File: config.mk
export PLATFORM = sky130hd
export DESIGN_NAME = slot_gate_arbiter
export DESIGN_NICKNAME = d
export VERILOG_FILES = /design/src/rtl/slot_gate_arbiter.sv
export SDC_FILE = /design/constraint.sdc
export NUM_CORES = 1
export LEC_CHECK = 0
export ABC_AREA = 0
export ABC_CLOCK_PERIOD_IN_PS = 4700
export CAP_MARGIN = 30
export CELL_PAD_IN_SITES_DETAIL_PLACEMENT = 0
export CELL_PAD_IN_SITES_GLOBAL_PLACEMENT = 1
export CORE_UTILIZATION = 40
export CTS_CLUSTER_DIAMETER = 30
export DETAILED_ROUTE_END_ITERATION = 8
export PLACE_DENSITY_LB_ADDON = 0.1
export REMOVE_ABC_BUFFERS = 1
export SETUP_SLACK_MARGIN = 0.5
export SLEW_MARGIN = 40
export SYNTH_ARGS = -nofsm -noshare
export SYNTH_HDL_FRONTEND = slang
export SYNTH_SLANG_ARGS = --single-unit
File: constraint.sdc
create_clock -name clk -period 4.7 [get_ports clk]
set_clock_uncertainty 0.2 [all_clocks]
set_input_delay 0.705 -clock clk [delete_from_list [all_inputs] [get_ports clk]]
set_output_delay 0.705 -clock clk [all_outputs]
set_load 0.01 [all_outputs]
File: src/rtl/slot_gate_arbiter.sv
// Slot occupancy owner: arbitrates entry/exit gates, serialises table read-modify-writes.
// Result 2 edges after grant; served req must drop before the next grant, losers stay pending.
module slot_gate_arbiter #(
  parameter int N  = 16,
  parameter int FW = $clog2(N) + 1,
  parameter int CW = $clog2(N + 2)
) (
  input  logic          clk,
  input  logic          rst_n,
  input  logic          entry_req,
  input  logic          entry_pwd_ok,
  input  logic [FW-1:0] entry_flat,
  input  logic          exit_req,
  input  logic [FW-1:0] exit_flat,
  output logic          entry_done,
  output logic          entry_ok,
  output logic          exit_done,
  output logic          exit_ok,
  output logic [CW-1:0] occ_count,
  output logic [N:0]    occ_vec,
  output logic          busy
);

  typedef enum logic [1:0] {IDLE, LOOKUP, COMMIT, DROP} state_t;

  state_t        state, state_nxt;
  logic          side_entry;
  logic [FW-1:0] flat_r;
  logic          pwd_r;
  logic          last_grant_entry;
  logic          cur_bit;
  logic          valid_r;
  logic          any_req;
  logic          grant_entry;
  logic          served_req;
  logic          commit_ok;
  logic          grant_en;
  logic          lookup_en;
  logic          commit_en;
  logic [N:0]    flat_hot;

  assign any_req     = entry_req | exit_req;
  // On a tie the side opposite the previous tie winner goes first.
  assign grant_entry = (entry_req & exit_req) ? ~last_grant_entry : entry_req;
  assign served_req  = side_entry ? entry_req : exit_req;
  assign commit_ok   = side_entry ? (pwd_r & ~cur_bit & valid_r) : (cur_bit & valid_r);

  // One-hot of the latched flat; all-zero when the flat is out of range.
  always_comb begin
    flat_hot = '0;
    for (int k = 0; k <= N; k++) begin
      flat_hot[k] = (flat_r == FW'(k));
    end
  end

  always_ff @(posedge clk) begin
    if (!rst_n) state <= IDLE;
    else        state <= state_nxt;
  end

  always_comb begin
    state_nxt = state;
    case (state)
      IDLE:    if (any_req) state_nxt = LOOKUP;
      LOOKUP:  state_nxt = COMMIT;
      COMMIT:  state_nxt = DROP;
      DROP:    if (!served_req) state_nxt = IDLE;
      default: state_nxt = IDLE;
    endcase
  end

  always_comb begin
    busy      = (state != IDLE);
    grant_en  = (state == IDLE) & any_req;
    lookup_en = (state == LOOKUP);
    commit_en = (state == COMMIT);
  end

  always_ff @(posedge clk) begin
    if (!rst_n) begin
      side_entry       <= 1'b0;
      flat_r           <= '0;
      pwd_r            <= 1'b0;
      last_grant_entry <= 1'b0;
      cur_bit          <= 1'b0;
      valid_r          <= 1'b0;
      occ_vec          <= '0;
      occ_count        <= '0;
      entry_done       <= 1'b0;
      entry_ok         <= 1'b0;
      exit_done        <= 1'b0;
      exit_ok          <= 1'b0;
    end else begin
      entry_done <= 1'b0;
      exit_done  <= 1'b0;
      if (grant_en) begin
        side_entry <= grant_entry;
        flat_r     <= grant_entry ? entry_flat : exit_flat;
        pwd_r      <= entry_pwd_ok;
        if (entry_req & exit_req) last_grant_entry <= grant_entry;
      end
      if (lookup_en) begin
        valid_r <= (flat_r <= FW'(N));
        // Invalid flats look occupied to entry and empty to exit, so both deny.
        cur_bit <= (flat_r <= FW'(N)) ? |(occ_vec & flat_hot) : side_entry;
      end
      if (commit_en) begin
        if (side_entry) begin
          entry_done <= 1'b1;
          entry_ok   <= commit_ok;
          if (commit_ok) begin
            occ_vec   <= occ_vec | flat_hot;
            occ_count <= occ_count + CW'(1);
          end
        end else begin
          exit_done <= 1'b1;
          exit_ok   <= commit_ok;
          if (commit_ok) begin
            occ_vec   <= occ_vec & ~flat_hot;
            occ_count <= occ_count - CW'(1);
          end
        end
      end
    end
  end

  a_count_matches_table: assert property (@(posedge clk) occ_count == CW'($countones(occ_vec)));

endmodule

==> impl_metrics.ini, run 1 <==
[cts]
cts_buffer_depth = 2
cts_root_buf = clkbuf_8
cts_resized = 0
htree_levels = 2
post_cts_buffers = 0
clkSinkCount = 38
clock_latency_ps = 280
holdBufCountCts = 0
cts.clk_slew.worst_paths_ps = 70
cts_tree = yes
numCtsBuffers = 5

[layout]
layout_common_cells = 41 x clkdlybuf4s50_1, 38 x dfxtp_1, 31 x mux2i_1
finalNonFillerCells = 337
layout_commonest_cell = clkdlybuf4s50_1
multi_input_area_mm2 = 0.00138
nFillCells = 528
diodes = 0
area_delta_synth_final_pct = 23.5
final_area_mm2 = 0.00279
drive_above_1_share = 0.116
regArea_um2 = 761
nets = 290

[placement]
place_ws_ps = 2000
dp_hpwl_um = 3270
place_congestion = 0.739
place_area_mm2 = 0.00271
port_buffers = 41
dp_cells = 330

[timing]
period_share = 0.575
holdWs_ps = 279
tightestPinTransition_ps = 731
fin_ws_ps = 2000
tns_ps = 0
period_minus_slack_ps = 2700
rsz0062_at_grt = no
drv_slew = 0
final-hold-violation-count = 0
max_slew_margin = 0.511
finalSetupViolCount = 0
clock.fmax_mhz = 370

[floorplan]
fp.dieW_um = 77.1
core_mm2 = 0.00527
dieHeight_um = 77.1
initial_utilization = 0.429
floorplan.die_area_mm2 = 0.00595
pin_count = 42
rows = 26

[setup_path]
arrival_ps = 2720
path_cells = buf_4 -> inv_1 -> ha_1 -> nor2b_1 -> o21a_1 -> or3_1 -> a21oi_1 -> mux2i_1
r2r-end = occ_count[4]
critPathMaxStageDelay_ps = 680
critical_path.startpoint = side_entry
cp_num_buf_inv = 2
worstReg2RegStart = side_entry
crit_fanout = 15
timing.reg2reg.setup_slack_ps = 2000
crit_path_start_kind = flop
crit_slowest_cell = dfxtp_1
worstRegToRegCells = 8
path_depth = 8
path_class = reg -> reg
cp.required_ps = 4720
crit_family = flip-flops
endpoint = occ_count[4]
endpoint_kind = flop

[synth]
avgSynthCellArea_um2 = 9.78
synth-async-reset-ratio = 0
synth_area_leader_cell = dfxtp_1
synth-main-ff-cell = dfxtp_1
yosysTopAreaCellShare = 0.337
netlist_top_cells_area = dfxtp_1 34%, mux2i_1 14%, nor2b_1 6.9%, ha_1 3.9%, nor4_4 3.8%
yosys_warnings = 0
synth_edf_count = 0
ys_seq_elements = 38
synth_area_mm2 = 0.00226
yosysSeqAreaShare = 0.337
synthCells = 231
ys_types = 49

[global_routing]
antenna_found_initial = 0
groute.usage.overall = 0.171
grt_pass1_vias = 1724
grt_pass1_wl_um = 8140
grt_max_degree = 26
grt_overflow = 0

[pwr]
ir_worst_vdd_uv = 177
p_leak_nw = 0.955
powerDensity_mw_per_mm2 = 356

[job]
cap_violations = 0

[drt]
via_per_inst = 5.14
drtPass1Iterations = 6
dr_total_vias = 1732
wirelength_um = 4630
wl_per_cell_um = 13.7
initialDrtViolationCount = 79
ant_nets = 0
drc = 0

[outcome]
status = completed

[hold_path]
min_from = occ_count[4]
holdCritPathClass = reg -> reg
## worst reg2reg max path: stages, from the launching register on
cell	delay (ps)
dfxtp_1	680
buf_4	310
inv_1	130
ha_1	340
nor2b_1	140
o21a_1	170
or3_1	300
a21oi_1	190
mux2i_1	190
## worst min-delay path by stage
stage                   end  slack, ps  depth (start not counted)
2_1_floorplan  occ_count[4]        290                          2
3_3_place_gp   occ_count[4]        270                          2
3_5_place_dp   occ_count[4]        270                          2
4_1_cts        occ_count[4]        280                          2
5_1_grt        occ_count[4]        320                          2
6_report       occ_count[4]        280                          2
## per-stage QoR
step           power (mW)  utilization
2_1_floorplan       0.673            -
3_3_place_gp        0.790        0.512
3_5_place_dp        0.792        0.515
4_1_cts              1.01        0.529
5_1_grt              1.07        0.529
6_report            0.995        0.529
## cell type report
cell class | instances | share of cell area
clock buffer | 7 | 0.0274
tap | 70 | 0.0314
timing repair buffer | 46 | 0.163
sequential | 38 | 0.273
inverter | 8 | 0.0108
multi-input combinational | 168 | 0.495
## synth_stat cells, types with 2 or more instances
master,instances
nor4_4,4
buf_4,2
nor2_1,7
xnor2_1,2
o21ai_0,6
a21boi_0,3
nand4_1,2
a21o_1,2
nor3_2,8
buf_2,7
and2_1,5
nor4b_2,4
or3_1,2
mux2i_1,31
nor2b_1,25
and3_1,2
o21ai_1,3
o21a_1,2
nand3_1,2
clkbuf_1,7
ha_1,7
nand2_1,16
nand2b_1,4
o211a_1,5
a21oi_1,4
dfxtp_1,38
xor2_1,2
inv_1,8
## cells by family (layout without fill, tap and decap cells)
| family | count (synthesis) | count (layout) | share of synthesized area |
|---|---|---|---|
| AOI/OAI and AO/OA | 35 | 35 | 0.116 |
| xor gates and xnor gates | 4 | 4 | 0.0155 |
| and+or+nand+nor | 89 | 89 | 0.284 |
| muxes | 32 | 32 | 0.147 |
| adders and majority gates | 8 | 8 | 0.0476 |
| DFF | 38 | 38 | 0.337 |
| buffers and inverters | 25 | 61 | 0.0521 |
## power breakdown
| group | internal (mW) | leakage, nW | switching [mW] |
|---|---|---|---|
| sequential | 0.358 | 0.309 | 0.0711 |
| combinational | 0.152 | 0.608 | 0.203 |
| clock | 0.102 | 0.0383 | 0.109 |
## metal layers
layer | routed length (um) | GRT usage
met3 | 155 | 0.0333
met4 | 53 | 0.0642
met1 | 2400 | 0.231
met5 | 0 | 0
met2 | 2020 | 0.265
(Power assumes the default switching activity.)
==> run 2: changes to the inputs <==
- ABC_CLOCK_PERIOD_IN_PS: 4700 -> 2450
- CORE_UTILIZATION: 40 -> 36
- clock period: 4.7 -> 2.45 ns (I/O delays scaled with it)
==> run 2 against run 1 <==
Effect of this change:
- sequential cell count unchanged
- largest power group is now combinational logic
- critical path depth down 1
- first-iteration DRC count up 10%
- sequential share of layout area down 1.3 points
- setup slack worse by 1600 ps
- global-route usage down 0.56 points
- sequential power up 86%
- non-clock buffer count up 11
==> impl_metrics.ini, run 2 (synthesis gave the netlist of run 1 again) <==
[layout]
regArea_um2 = 767
nets = 301
finish.utilization = 0.494
drive_above_1_share = 0.183
layout_commonest_cell = clkdlybuf4s50_1
nFillCells = 576
layout_common_cells = 40 x clkdlybuf4s50_1, 35 x dfxtp_1, 31 x mux2i_1
diodes = 0
area_delta_synth_final_pct = 31.0
multi_input_area_mm2 = 0.00142

[setup_path]
timing.reg2reg.setup_slack_ps = 440
crit_path_start_kind = flop
cp.required_ps = 2470
endpoint_kind = flop
path_class = reg -> reg
arrival_ps = 2030
crit_fanout = 7

[floorplan]
pin_count = 42
floorplan.die_area_mm2 = 0.00659
fp.dieW_um = 81.2
core_mm2 = 0.00599
dieHeight_um = 81.2
rows = 28
initial_utilization = 0.377

[pwr]
powerDensity_mw_per_mm2 = 730
ir_worst_vdd_uv = 524
p_leak_nw = 1.02

[timing]
tightestPinTransition_ps = 394
clock.fmax_mhz = 498
max_slew_margin = 0.734
final-hold-violation-count = 0
tns_ps = 0
period_share = 0.820
period_minus_slack_ps = 2010
rsz0062_at_grt = yes
drv_slew = 0
finalSetupViolCount = 0

[global_routing]
grt_pass1_vias = 1701
grt_overflow = 0
grt_max_degree = 26
antenna_found_initial = 0
grt_pass1_wl_um = 8380
groute.usage.overall = 0.165

[drt]
ant_nets = 0
initialDrtViolationCount = 87
drc = 0
via_per_inst = 4.97
wl_per_cell_um = 13.9
drtPass1Iterations = 4
wirelength_um = 4910
dr_total_vias = 1759

[placement]
dp_hpwl_um = 3550
place_congestion = 0.772
port_buffers = 41

[cts]
numCtsBuffers = 5
htree_levels = 2
cts_buffer_depth = 2
cts_root_buf = clkbuf_8
clkSinkCount = 38
cts.clk_slew.worst_paths_ps = 80
cts_tree = yes
holdBufCountCts = 0
clock_latency_ps = 290

[hold_path]
holdCritPathClass = reg -> reg

[outcome]
status = completed

[job]
cap_violations = 0
## run 2: changes by cell type in the layout (fill, tap and decap cells not counted), moves of 2 or more
cell | before | now
buf_4 | 4 | 15
ha_4 | 0 | 3
dfxtp_1 | 38 | 35
ha_1 | 7 | 4
dfxtp_2 | 0 | 2
## run 2: final cells by class
| type | count | share of cell area |
|---|---|---|
| Clock buffer | 7 | 0.0258 |
| Tap cell | 75 | 0.0317 |
| Inverter | 8 | 0.0114 |
| Clock inverter | 1 | 0.0101 |
| Timing Repair Buffer | 57 | 0.181 |
| Multi-Input combinational cell | 168 | 0.480 |
| Sequential cell | 38 | 0.259 |
## run 2: where the power goes
group          internal, mW  leakage (nW)  switching, mW
Sequential            0.692         0.310          0.107
Combinational         0.370         0.662          0.460
Clock                 0.305        0.0524          0.225
## run 2: final timing paths
path / start / endpoint / depth (start not counted)
hold / removal: occ_count[4] / occ_count[4] / 2
setup reg to reg: side_entry / occ_count[4] / 7
hold reg to reg: occ_count[4] / occ_count[4] / 2
setup / recovery: side_entry / occ_count[4] / 7
## run 2: through the flow
step | hold slack (ps) | cell area [um2] | setup WS [ps] | total power [mW] | instances
finish | 279 | 2960 | 441 | 2.16 | 354
global placement | 267 | 2770 | 286 | 1.58 | 342
floorplan | 286 | 2170 | -39.9 | 1.29 | 214
CTS | 283 | 2870 | 308 | 2.11 | 350
detailed placement | 272 | 2770 | 221 | 1.58 | 342
global route | 315 | 2960 | 330 | 2.31 | 354
## run 2: worst max-delay path, cell delays in order, from the launching register on
cell and delay [ps]:
dfxtp_4 390, clkinvlp_4 150, ha_4 250, nor2b_1 120, o21a_1 170, or3_1 320, a21oi_2 140, mux2i_1 190
## run 2: timing repair
action,CTS,global route
setup endpoints to repair,23,18
resized for setup,4,8
setup buffers,0,3
pin swaps,1,2
## run 2: layer usage
layer | track usage | routed length (um) | vias up
met5 | 0 | 0 | -
met4 | 0.0554 | 59 | 0
met3 | 0.0303 | 142 | 8
met2 | 0.241 | 2090 | 31
met1 | 0.240 | 2620 | 816
li1 | - | - | 904
==> run 3: changes to the inputs <==
- ABC_CLOCK_PERIOD_IN_PS: 2450 -> 2100
- CORE_UTILIZATION: 36 -> 40
- clock period: 2.45 -> 2.1 ns (I/O delays scaled with it)
==> run 3 against run 2 <==
Effect of this change:
- critical path depth increased by 1
- non-clock buffer count increased by 18
- design area increased by 16%
- highest routed layer unchanged
==> impl_metrics.ini, run 3 (synthesis gave the netlist of run 1 again) <==
[cts]
cts.clk_slew.worst_paths_ps = 80
cts_tree = yes
cts_root_buf = clkbuf_8
numCtsBuffers = 5
clock_latency_ps = 290
htree_levels = 2
holdBufCountCts = 0
cts_buffer_depth = 2
clkSinkCount = 38

[setup_path]
cp.required_ps = 2090
crit_path_start_kind = flop
timing.reg2reg.setup_slack_ps = 240
path_cells = buf_12 -> and3b_4 -> o211ai_4 -> buf_12 -> buf_16 -> buf_12 -> o21ai_2 -> and2_1
endpoint_kind = flop
path_class = reg -> reg
crit_top_cell = buf_12
cp_num_buf_inv = 4
critPathMaxStageDelay_ps = 360
arrival_ps = 1850
crit_fanout = 6
crit_family = buffers and inverters
crit_slowest_cell = dfxtp_4

[global_routing]
groute.usage.overall = 0.197
grt_max_degree = 21
antenna_found_initial = 0
grt_overflow = 0
grt_pass1_vias = 1781
grt_pass1_wl_um = 9220

[drt]
drtPass1Iterations = 4
dr_total_vias = 1880
via_per_inst = 5.12
wl_per_cell_um = 14.8
initialDrtViolationCount = 65
ant_nets = 0
wirelength_um = 5430
drc = 0

[placement]
dp_hpwl_um = 3350
place_ws_ps = 90.8
port_buffers = 41
place_area_mm2 = 0.00283
place_congestion = 0.726
dp_cells = 343

[layout]
layout_common_cells = 31 x mux2i_1, 27 x dfxtp_1, 26 x dlygate4sd2_1
drive_above_1_share = 0.343
nFillCells = 447
layout_commonest_cell = mux2i_1
finalNonFillerCells = 367
nets = 319
diodes = 0
area_delta_synth_final_pct = 52.4
final_area_mm2 = 0.00344

[timing]
max_slew_margin = 0.716
final-hold-violation-count = 0
period_share = 0.887
period_minus_slack_ps = 1860
finalSetupViolCount = 0
clock.fmax_mhz = 537
tightestPinTransition_ps = 426
fin_ws_ps = 238
tns_ps = 0
rsz0062_at_grt = yes
drv_slew = 0

[floorplan]
pin_count = 42
fp.dieW_um = 77.1
rows = 26
core_mm2 = 0.00527
floorplan.die_area_mm2 = 0.00595
dieHeight_um = 77.1
initial_utilization = 0.429

[pwr]
ir_worst_vdd_uv = 629
p_leak_nw = 1.49
powerDensity_mw_per_mm2 = 882

[job]
cap_violations = 0

[hold_path]
holdCritPathClass = reg -> reg

[outcome]
status = completed
==> run 3: changes by cell type in the layout (fill, tap and decap cells not counted), moves of 5 or more <==
cell	change
dfxtp_1	-8
buf_6	+6
dlygate4sd2_1	+25
clkdlybuf4s50_1	-28
nor3_2	-8
nand2_1	-5
buf_12	+5
dfxtp_2	+6
nor3_4	+8
buf_4	+5
==> run 3: area by class of cell <==
cell class	instances	area, um2	area share
Multi-Input combinational cell	168	1600	0.465
Tap cell	70	87.6	0.0255
Inverter	8	30.0	0.00873
Sequential cell	38	782	0.227
Clock inverter	3	68.8	0.0200
Clock buffer	5	68.8	0.0200
Timing Repair Buffer	75	803	0.233
==> run 3: through the flow <==
step / total power, mW / utilization / hold WS, ps
final: 3.04 / 0.653 / 265
after global routing: 3.22 / 0.653 / 311
after CTS: 2.85 / 0.617 / 272
after detailed placement: 1.91 / 0.537 / 264
after global placement: 1.91 / 0.537 / 257
after floorplan: 1.51 / - / 237
==> run 3: what timing repair did <==
item,4_1_cts,5_1_grt
endpoints found under the setup margin,57,31
pin swaps,7,23
setup buffers,7,5
resized for setup,63,37
gates cloned,3,1
==> run 3: worst paths after layout <==
check,endpoint,cells after the start,startpoint
setup / recovery,occ_count[3],8,side_entry
hold reg to reg,occ_count[4],2,occ_count[4]
setup reg to reg,occ_count[3],8,side_entry
hold / removal,occ_count[4],2,occ_count[4]
==> run 3: worst reg2reg max path, cell delays in order, from the launching register on <==
cell and delay [ps]:
dfxtp_4 360, buf_12 130, and3b_4 190, o211ai_4 280, buf_12 160, buf_16 130, buf_12 120, o21ai_2 50
and2_1 150
==> run 3: per-layer routing <==
| layer | vias up | share of wire | global-route usage |
|---|---|---|---|
| met5 | - | 0 | 0 |
| met4 | 0 | 0.0077 | 0.0509 |
| met3 | 4 | 0.039 | 0.0440 |
| met2 | 38 | 0.46 | 0.298 |
| met1 | 886 | 0.49 | 0.279 |
| li1 | 952 | - | - |
==> run 3: power by group <==
group,leakage [nW],internal [mW],switching [mW]
clock network,0.0683,0.476,0.278
registers,0.314,0.817,0.127
logic,1.10,0.650,0.687
total,1.49,1.94,1.09
